<file path="src/rtl/symbol_pkg.sv">
`timescale 1ns/1ps
// Shared definitions for the 4-slot serial symbol line (send and receive sides).
package symbol_pkg;

    typedef enum logic [2:0] {
        IDLE,
        LOW,
        HIGH,
        GAP,
        ERR
    } rx_state_t;

    // Every symbol is SYM_SLOTS slots long; the low-run length encodes the bit.
    localparam logic [2:0] SYM_SLOTS = 3'd4;
    localparam logic [2:0] LOW_ZERO  = 3'd1;
    localparam logic [2:0] LOW_ONE   = 3'd3;

    // Consecutive high slots needed to leave the error state.
    localparam logic [2:0] ERR_CLEAR = 3'd4;

endpackage

</file>
<file path="src/rtl/symbol_slicer.sv">
`timescale 1ns/1ps
// Symbol slicer: counts the low and high runs of one symbol and reports a
// decoded bit, a malformed symbol, or the LOW->HIGH hand-over to the top FSM.
module symbol_slicer
    import symbol_pkg::*;
(
    input  logic      clk,
    input  logic      rst_n,
    input  logic      clr_i,
    input  rx_state_t state_i,
    input  logic      line_i,
    output logic      bit_o,
    output logic      bit_strobe_o,
    output logic      to_high_o,
    output logic      sym_err_o
);

    logic [2:0] low_cnt_q, low_cnt_d;
    logic [2:0] hi_cnt_q,  hi_cnt_d;
    logic [2:0] low_next;
    logic [2:0] hi_next;

    // Run counting; completion is judged including the slot being consumed now,
    // so a '1' symbol completes on its single high slot straight out of LOW.
    always_comb begin
        low_cnt_d    = low_cnt_q;
        hi_cnt_d     = hi_cnt_q;
        bit_strobe_o = 1'b0;
        to_high_o    = 1'b0;
        sym_err_o    = 1'b0;
        bit_o        = (low_cnt_q == LOW_ONE);
        low_next     = low_cnt_q + 3'd1;
        hi_next      = (state_i == HIGH) ? hi_cnt_q + 3'd1 : 3'd1;
        if (clr_i) begin
            low_cnt_d = '0;
            hi_cnt_d  = '0;
        end else begin
            case (state_i)
                IDLE, GAP: begin
                    if (!line_i) begin
                        low_cnt_d = 3'd1;
                        hi_cnt_d  = '0;
                    end
                end
                LOW: begin
                    if (!line_i) begin
                        // A full symbol of low slots is a line break.
                        if (low_next == SYM_SLOTS) sym_err_o = 1'b1;
                        else                       low_cnt_d = low_next;
                    end else if (low_cnt_q != LOW_ZERO && low_cnt_q != LOW_ONE) begin
                        sym_err_o = 1'b1;
                    end else if (low_cnt_q + hi_next == SYM_SLOTS) begin
                        bit_strobe_o = 1'b1;
                    end else begin
                        to_high_o = 1'b1;
                        hi_cnt_d  = hi_next;
                    end
                end
                HIGH: begin
                    // Line dropping before the symbol is complete is a short symbol.
                    if (!line_i)                                 sym_err_o    = 1'b1;
                    else if (low_cnt_q + hi_next == SYM_SLOTS)   bit_strobe_o = 1'b1;
                    else                                         hi_cnt_d     = hi_next;
                end
                default: ;
            endcase
        end
    end

    // Run counter registers.
    always_ff @(posedge clk or negedge rst_n) begin
        if (!rst_n) begin
            low_cnt_q <= '0;
            hi_cnt_q  <= '0;
        end else begin
            low_cnt_q <= low_cnt_d;
            hi_cnt_q  <= hi_cnt_d;
        end
    end

endmodule

</file>
<file path="src/rtl/symbol_receive.sv">
`timescale 1ns/1ps
// Receiver for the 4-slot serial symbol line: decodes symbols into bits,
// packs them MSB-first into words and flags malformed symbols or timeouts.
module symbol_receive
    import symbol_pkg::*;
#(
    parameter int DATA_W  = 8,
    parameter int IDLE_TO = 8
) (
    input  logic              clk,
    input  logic              Reset,
    input  logic              Enable,
    input  logic              Data_In,
    output logic [DATA_W-1:0] Data_Out,
    output logic              Data_Valid,
    output logic              Frame_Err,
    output logic              Busy
);

    localparam int BW = $clog2(DATA_W + 1);
    localparam int GW = $clog2(IDLE_TO + 1);
    localparam logic [BW-1:0] LAST_BIT = BW'(DATA_W - 1);
    localparam logic [GW-1:0] GAP_LAST = GW'(IDLE_TO - 1);

    rx_state_t         state_q, state_d;
    logic              line_q;
    logic [DATA_W-1:0] sreg_q, sreg_d, sreg_shift;
    logic [BW-1:0]     bit_cnt_q, bit_cnt_d;
    logic [GW-1:0]     gap_cnt_q, gap_cnt_d;
    logic [2:0]        err_cnt_q, err_cnt_d;
    logic [DATA_W-1:0] dout_q, dout_d;
    logic              valid_q, valid_d;
    logic              ferr_q, ferr_d;
    logic              go_err;

    logic sym_bit, bit_strobe, to_high, sym_err;

    symbol_slicer u_slicer (
        .clk          (clk),
        .rst_n        (Reset),
        .clr_i        (!Enable),
        .state_i      (state_q),
        .line_i       (line_q),
        .bit_o        (sym_bit),
        .bit_strobe_o (bit_strobe),
        .to_high_o    (to_high),
        .sym_err_o    (sym_err)
    );

    // Word assembly, gap timeout and error recovery; strobes default low.
    always_comb begin
        state_d    = state_q;
        sreg_d     = sreg_q;
        bit_cnt_d  = bit_cnt_q;
        gap_cnt_d  = gap_cnt_q;
        err_cnt_d  = err_cnt_q;
        dout_d     = dout_q;
        valid_d    = 1'b0;
        ferr_d     = 1'b0;
        go_err     = 1'b0;
        sreg_shift = {sreg_q[DATA_W-2:0], sym_bit};
        if (!Enable) begin
            state_d   = IDLE;
            sreg_d    = '0;
            bit_cnt_d = '0;
            gap_cnt_d = '0;
            err_cnt_d = '0;
        end else begin
            case (state_q)
                IDLE: begin
                    if (!line_q) state_d = LOW;
                end
                LOW, HIGH: begin
                    if (sym_err) begin
                        go_err = 1'b1;
                    end else if (bit_strobe) begin
                        state_d   = GAP;
                        gap_cnt_d = '0;
                        if (bit_cnt_q == LAST_BIT) begin
                            dout_d    = sreg_shift;
                            valid_d   = 1'b1;
                            sreg_d    = '0;
                            bit_cnt_d = '0;
                        end else begin
                            sreg_d    = sreg_shift;
                            bit_cnt_d = bit_cnt_q + BW'(1);
                        end
                    end else if (to_high) begin
                        state_d = HIGH;
                    end
                end
                GAP: begin
                    if (!line_q) begin
                        state_d = LOW;
                    end else if (gap_cnt_q == GAP_LAST) begin
                        // Timeout only matters if a partial word would be lost.
                        if (bit_cnt_q != '0) go_err  = 1'b1;
                        else                 state_d = IDLE;
                    end else begin
                        gap_cnt_d = gap_cnt_q + GW'(1);
                    end
                end
                ERR: begin
                    if (!line_q)                              err_cnt_d = '0;
                    else if (err_cnt_q + 3'd1 == ERR_CLEAR)   state_d   = IDLE;
                    else                                      err_cnt_d = err_cnt_q + 3'd1;
                end
                default: state_d = IDLE;
            endcase
            if (go_err) begin
                state_d   = ERR;
                ferr_d    = 1'b1;
                sreg_d    = '0;
                bit_cnt_d = '0;
                err_cnt_d = '0;
            end
        end
    end

    // State, line sampler and output registers.
    always_ff @(posedge clk or negedge Reset) begin
        if (!Reset) begin
            state_q   <= IDLE;
            line_q    <= 1'b1;
            sreg_q    <= '0;
            bit_cnt_q <= '0;
            gap_cnt_q <= '0;
            err_cnt_q <= '0;
            dout_q    <= '0;
            valid_q   <= 1'b0;
            ferr_q    <= 1'b0;
        end else begin
            state_q   <= state_d;
            line_q    <= Data_In;
            sreg_q    <= sreg_d;
            bit_cnt_q <= bit_cnt_d;
            gap_cnt_q <= gap_cnt_d;
            err_cnt_q <= err_cnt_d;
            dout_q    <= dout_d;
            valid_q   <= valid_d;
            ferr_q    <= ferr_d;
        end
    end

    assign Data_Out   = dout_q;
    assign Data_Valid = valid_q;
    assign Frame_Err  = ferr_q;
    assign Busy       = (bit_cnt_q != '0) || (state_q == LOW) || (state_q == HIGH);

endmodule

</file>
<file path="config.mk">
export PLATFORM = sky130hd
export DESIGN_NAME = symbol_receive
export DESIGN_NICKNAME = d
export VERILOG_FILES = /design/src/rtl/symbol_pkg.sv /design/src/rtl/symbol_slicer.sv /design/src/rtl/symbol_receive.sv
export SDC_FILE = /design/constraint.sdc
export NUM_CORES = 1
export LEC_CHECK = 0
export ABC_AREA = 1
export CORE_MARGIN = 2
export CORE_UTILIZATION = 27
export CTS_CLUSTER_SIZE = 14
export DETAILED_ROUTE_END_ITERATION = 8
export GPL_TIMING_DRIVEN = 0
export PLACE_DENSITY = 0.41
export SLEW_MARGIN = 20
export SYNTH_ARGS = -nofsm -noshare
export SYNTH_HDL_FRONTEND = slang
export SYNTH_HIERARCHICAL = 1
export SYNTH_SLANG_ARGS = --single-unit
</file>
<file path="constraint.sdc">
create_clock -name clk -period 3.8 [get_ports clk]
set_input_delay 0.38 -clock clk [delete_from_list [all_inputs] [get_ports clk]]
set_output_delay 0.38 -clock clk [all_outputs]
set_load 0.01 [all_outputs]
</file>
==> results of run 1 <==
worst register-to-register path: stages (launching register included):
cell      delay, ns
dfrtp_1        0.64
inv_2          0.11
nand3_1        0.12
nor2_1         0.05
inv_1          0.07
ha_1           0.14
inv_1          0.05
fa_1           0.40
inv_1          0.06
nand2_1        0.04
nand2_1        0.09
nand3_2        0.08
nand2_2        0.11
nand3_4        0.09
nor2_1         0.39
nand3_2        0.18
nor2_4         0.20
nand3_4        0.18
clkinv_4       0.13
nand2_1        0.06
nand2_1        0.05
power groups by stage:
stage / Clock [mW] / Sequential [mW] / Combinational [mW]
after global routing: 0.382 / 0.492 / 0.557
after global placement: 0 / 0.493 / 0.488
after detailed placement: 0 / 0.493 / 0.487
after CTS: 0.370 / 0.485 / 0.492
after floorplan: 0 / 0.480 / 0.379
final: 0.357 / 0.484 / 0.482
path summary, 6_finish.rpt:
kind,from,end,depth (start not counted)
worst max-delay path,state_q[2]$_DFFE_PN0P_,Data_Out[6]$_DFFE_PN0P_,20
worst min-delay path,Enable,err_cnt_q[0]$_DFFE_PN0P_,3
worst max register to register,state_q[2]$_DFFE_PN0P_,Data_Out[6]$_DFFE_PN0P_,20
worst min register to register,sreg_q[6]$_DFFE_PN0P_,Data_Out[7]$_DFFE_PN0P_,2
max in group asynchronous,Reset,Data_Out[6]$_DFFE_PN0P_,3
min in group asynchronous,Reset,u_slicer/hi_cnt_q[1]$_DFFE_PN0P_,2
cell usage after synthesis, types with 2 or more instances:
cell type    n
nand3_2      5
nand2_1    108
o21ai_1      7
nand3_4      3
o21ai_2      2
nand3_1     17
nand3b_1     2
ha_1        11
nor2_1      16
a21oi_1      6
inv_2        9
dfrtp_1     37
o21ai_0      2
nor2_2       9
nor2_4       6
inv_1       26
nand4_1      3
or2_2        2
a21oi_2     11
nand2_2     11
nand2_4      2
metal layers:
metal / global-route usage / wire length (um) / share of wire
met5: 0 / 0 / 0
met4: 0.0253 / 41 / 0.0078
met3: 0.0246 / 130 / 0.025
met2: 0.194 / 2480 / 0.47
met1: 0.159 / 2600 / 0.50
cell families (layout without fill, tap and decap cells):
family | after synthesis | count (layout) | synth area share
compound gates | 30 | 30 | 0.0831
xor+xnor | 1 | 1 | 0.00357
fa+ha+maj | 12 | 12 | 0.0643
buf+inv | 39 | 62 | 0.0729
flops | 38 | 38 | 0.388
simple gates | 188 | 188 | 0.388
through the flow:
stage	total power [mW]	instance area (um2)	setup WS [ns]	cells
after global routing	1.43	2860	0.108	439
final	1.32	2860	0.487	439
after global placement	0.980	2720	0.435	429
after CTS	1.35	2860	0.402	439
after detailed placement	0.981	2730	0.448	430
after floorplan	0.860	2450	1.00	308
area by class of cell:
class	instances	share of cell area
Tap cell	108	0.0473
Timing Repair Buffer	15	0.0543
Multi-Input combinational cell	231	0.463
Sequential cell	38	0.333
Clock buffer	5	0.0241
Inverter	36	0.0490
Buffer	3	0.0136
Clock inverter	3	0.0158
flip-flops by register name, summed over array words and instances (netlist names):
register and flops:
state_q 3, line_q 1, bit_cnt_q 4, Data_Out 8, u_slicer/low_cnt_q 3, Frame_Err 1
u_slicer/hi_cnt_q 3, err_cnt_q 3, gap_cnt_q 4, Data_Valid 1, sreg_q 7
==> flow_summary.ini, run 1 <==
[status]
outcome = completed

[critical_path]
worst_path_max_delay_cell = dfrtp_1
cp_common_cell = nand2_1
r2r_slack_ns = 0.49
critPathLaunchType = register
cp_top_family = simple AND/OR/NAND/NOR gates
endpoint_kind = register
path_max_fanout = 9
slowest_delay_ns = 0.64
crit_path_cell_trace = inv_2 -> nand3_1 -> nor2_1 -> inv_1 -> ha_1 -> inv_1 -> fa_1 -> inv_1 -> nand2_1 -> nand2_1 -> nand3_2 -> nand2_2 -> nand3_4 -> nor2_1 -> nand3_2 -> nor2_4 -> nand3_4 -> clkinv_4 -> nand2_1 -> nand2_1
path_buf_inv = 5
critPathArrivalTime_ns = 3.54
crit_type = reg2reg
cp.required_ns = 4.03

[power]
intPower_mw = 0.799
p_leak_nw = 1.36
p_sw_frac = 0.396
comb_power_share = 0.364
pwr-share-clk = 0.270
seqPwrFrac = 0.366
vdd_drop_max_mv = 0.190
power_density_nw_per_um2 = 463
p_switching_mw = 0.525

[drt]
dr.first_iter.drc_count = 84
via_per_inst = 4.40
via_count = 1930
wl_per_cell_um = 11.9
route.detailed.drc = 0
drt_wl_total_um = 5240
final_antenna_net_count = 0
drt_first_pass_iters = 4

[floorplanning]
coreArea_um2 = 8760
start_util = 0.280
rows = 34
die_area_um2 = 9870
dieWidth_um = 99.3
io_pins = 15
die_height_um = 99.3

[timing]
finalSetupViolations = 0
worstMarginPinSlew_ns = 0.594
hold_viol = 0
maxSlewViolCount = 0
fin_setup_tns_ns = 0
fin_worst_skew_ns = 0.00677
hold_slack_ns = 0.390
post-route-period-util = 0.872
relSlewSlack = 0.600
rsz0062_at_grt = no
min_period_ns = 3.31
clock.fmax_mhz = 302

[clocking]
post_cts_buffers = 0
cts_htree_levels = 2
cts.repair.resized = 0
cts.sinks = 38
cts_root_buf = clkbuf_8
hold_buffers = 1
cts_buffers = 5
clockBufferDepth = 2
clk_pin_slew_ns = 0.08
cts_tree = done
worstSkewPairLatency_ns = 0.29

[finish]
register_area_um2 = 952
final_common_cell = nand2_1
syn2layout_area_growth_pct = 16.5
postLayoutCoreUtil = 0.326
nNetsFinal = 346
layout_common_cells = nand2_1 (108), dfrtp_1 (37), inv_1 (26)
fillerInstances = 948
drive_above_1_share = 0.230
n_antenna_cell = 0
multi_input_area_um2 = 1320

[yosys]
synth_flop_cell = dfrtp_1
ys_ff_latch = 38
synth_top_area_cell = dfrtp_1
synth.yosys.warnings = 6
netlist_instances = 308
syn-num-nets = 324
synth_edf_count = 0
synth_area_per_cell_um2 = 7.97
synthArstFlopShare = 1.00
synth_top_area_frac = 0.377
netlist_area_um2 = 2450
netlist_top_cells_area = dfrtp_1 (38%), nand2_1 (17%), ha_1 (5.6%), inv_1 (4.0%), a21oi_2 (3.9%)
ys_types = 34
seq_area_frac_synth = 0.388

[placed_design]
port_buffers = 13
hpwl_um = 3960
gp_congestion = 0.761

[global_routing]
gr-usage-all-layers = 0.118
grt_pass1_wl_um = 9400
antenna_found_initial = 0
grt_pass1_vias = 1973
grt_max_degree = 26
overflow = 0

[run]
drv_cap = 0

[worst_hold_path]
worstHoldPathType = in2reg
(Power assumes the default switching activity.)
==> run 2: changes to the inputs <==
--- a/config.mk
+++ b/config.mk
@@ -7,13 +7,14 @@
 export LEC_CHECK = 0
 export ABC_AREA = 1
 export CORE_MARGIN = 2
-export CORE_UTILIZATION = 27
+export CORE_UTILIZATION = 59
 export CTS_CLUSTER_SIZE = 14
 export DETAILED_ROUTE_END_ITERATION = 8
 export GPL_TIMING_DRIVEN = 0
-export PLACE_DENSITY = 0.41
+export PLACE_DENSITY = 0.77
 export SLEW_MARGIN = 20
 export SYNTH_ARGS = -nofsm -noshare
 export SYNTH_HDL_FRONTEND = slang
 export SYNTH_HIERARCHICAL = 1
 export SYNTH_SLANG_ARGS = --single-unit
+export TNS_END_PERCENT = 1
==> run 2 against run 1 <==
Register-to-register slack about the same. Power up 0.22%. Sequential power about the same. Setup slack improved by 0.0010 ns. Final area decreased by 2.6%. Clock-buffer cell count unchanged. Via count is 1.1% higher. Worst hold slack got worse by 0.39 ns. First-iteration DRC count grew 83%.
==> flow_summary.ini, run 2 (same netlist as run 1, synthesis figures left out) <==
[power]
seqPwrFrac = 0.365
pwr-share-clk = 0.268
power_density_nw_per_um2 = 477
vdd_drop_max_mv = 0.300
intPower_mw = 0.800
p_leak_nw = 1.35
comb_power_share = 0.367
p_sw_frac = 0.397
p_switching_mw = 0.527

[drt]
via_count = 1951
dr_wl_met2_um = 2240
dr.first_iter.drc_count = 154
route.detailed.drc = 0
via_per_inst = 5.13
top_layer = met4
wl_per_cell_um = 12.2
drt_first_pass_iters = 4
final_antenna_net_count = 0
drt-met1-wl_um = 2150
met3_length_um = 164
drt_wl_total_um = 4630

[critical_path]
cp-startpoint = state_q[2]$_DFFE_PN0P_
slowest_delay_ns = 0.63
critPathLaunchType = register
endpoint_kind = register
crit_type = reg2reg
reg2reg_from = state_q[2]$_DFFE_PN0P_
worst_path_max_delay_cell = dfrtp_1
path_max_fanout = 9
cp_common_cell = nand2_1
cp.required_ns = 4.04
crit_path_cell_trace = inv_2 -> nand3_1 -> nor2_1 -> inv_1 -> ha_1 -> inv_1 -> fa_1 -> inv_1 -> nand2_1 -> nand2_1 -> nand3_2 -> nand2_2 -> nand3_4 -> nor2_1 -> nand3_2 -> nor2_4 -> nand3_4 -> clkinv_4 -> nand2_1 -> nand2_1
r2r_slack_ns = 0.49
reg2reg_depth = 20
critPathArrivalTime_ns = 3.55

[finish]
final_common_cell = nand2_1
largest_register_ff_count = 8
layout_common_cells = nand2_1 (108), dfrtp_1 (37), inv_1 (26)
n_antenna_cell = 0
nNetsFinal = 345
syn2layout_area_growth_pct = 13.4
drive_above_1_share = 0.230

[global_routing]
overflow = 0
grt_max_degree = 24
grt_pass1_vias = 1830
grt_pass1_wl_um = 7920
gr-usage-all-layers = 0.230
antenna_found_initial = 0

[placed_design]
hpwl_um = 3390
place_ws_ns = 0.498
port_buffers = 13
gp_congestion = 0.815

[floorplanning]
start_util = 0.613
die_area_um2 = 4690
die_height_um = 68.5
coreArea_um2 = 4000
io_pins = 15
dieWidth_um = 68.5
rows = 23

[timing]
hold_viol = 0
rsz0062_at_grt = no
clock.fmax_mhz = 302
fin_ws_ns = 0.488
fin_worst_skew_ns = 0.00612
relSlewSlack = 0.593
post-route-period-util = 0.872
finalSetupViolations = 0
maxSlewViolCount = 0
fin_setup_tns_ns = 0
min_period_ns = 3.31
worstMarginPinSlew_ns = 0.604

[status]
outcome = completed

[worst_hold_path]
worstHoldPathType = in2async

[run]
drv_cap = 0

[clocking]
clk_pin_slew_ns = 0.08
cts_root_buf = clkbuf_8
worstSkewPairLatency_ns = 0.30
post_cts_buffers = 0
hold_buffers = 0
cts_buffers = 5
clockBufferDepth = 2
cts.sinks = 38
cts_htree_levels = 2
cts_tree = done
cts.repair.resized = 0
[run 2: final cells by class]
class	count	area (um2)
multi-input combinational	231	1320
tap	50	62.6
clock inverter	3	45.0
timing repair buffer	14	153
clock buffer	5	68.8
buffer	3	38.8
fill	329	1220
sequential	38	952
inverter	36	140
[run 2: layer usage]
metal,up-vias,GRT usage
li1,1008,-
met1,898,0.289
met2,37,0.385
met3,8,0.0641
met4,0,0.0675
met5,-,0
[run 2: per-stage QoR]
| stage | std cells | area (um2) | utilization | hold slack, ns | total power [mW] |
|---|---|---|---|---|---|
| 6_report | 380 | 2780 | 0.696 | 0.00313 | 1.33 |
| 2_1_floorplan | 308 | 2450 | - | 0.0844 | 0.860 |
| 3_3_place_gp | 371 | 2650 | 0.662 | 0.461 | 0.956 |
| 3_5_place_dp | 372 | 2670 | 0.667 | 0.330 | 0.969 |
| 5_1_grt | 380 | 2780 | 0.696 | 0.0231 | 1.42 |
| 4_1_cts | 380 | 2780 | 0.696 | 0.00523 | 1.33 |
[run 2: worst paths after layout]
kind / endpoint
setup / recovery: Data_Out[5]$_DFFE_PN0P_
hold / removal: err_cnt_q[1]$_DFFE_PN0P_
setup reg to reg: Data_Out[5]$_DFFE_PN0P_
hold reg to reg: Data_Out[7]$_DFFE_PN0P_
max in group asynchronous: sreg_q[5]$_DFFE_PN0P_
min in group clk: Frame_Err$_DFF_PN0_
[run 2: worst max-delay path: cells and delay by family (launching register included)]
kind	cells	cell delay [ns]
AND/OR/NAND/NOR	13	1.66
flip-flops	1	0.63
adder cells (fa/ha/maj)	2	0.55
buffers and inverters	5	0.40
[run 2: power by group through the flow]
| stage | Combinational, mW | Clock (mW) | Sequential [mW] |
|---|---|---|---|
| finish | 0.487 | 0.355 | 0.484 |
| global route | 0.546 | 0.380 | 0.490 |
| CTS | 0.487 | 0.362 | 0.484 |
| detailed placement | 0.478 | 0 | 0.491 |
| global placement | 0.466 | 0 | 0.490 |
| floorplan | 0.379 | 0 | 0.480 |
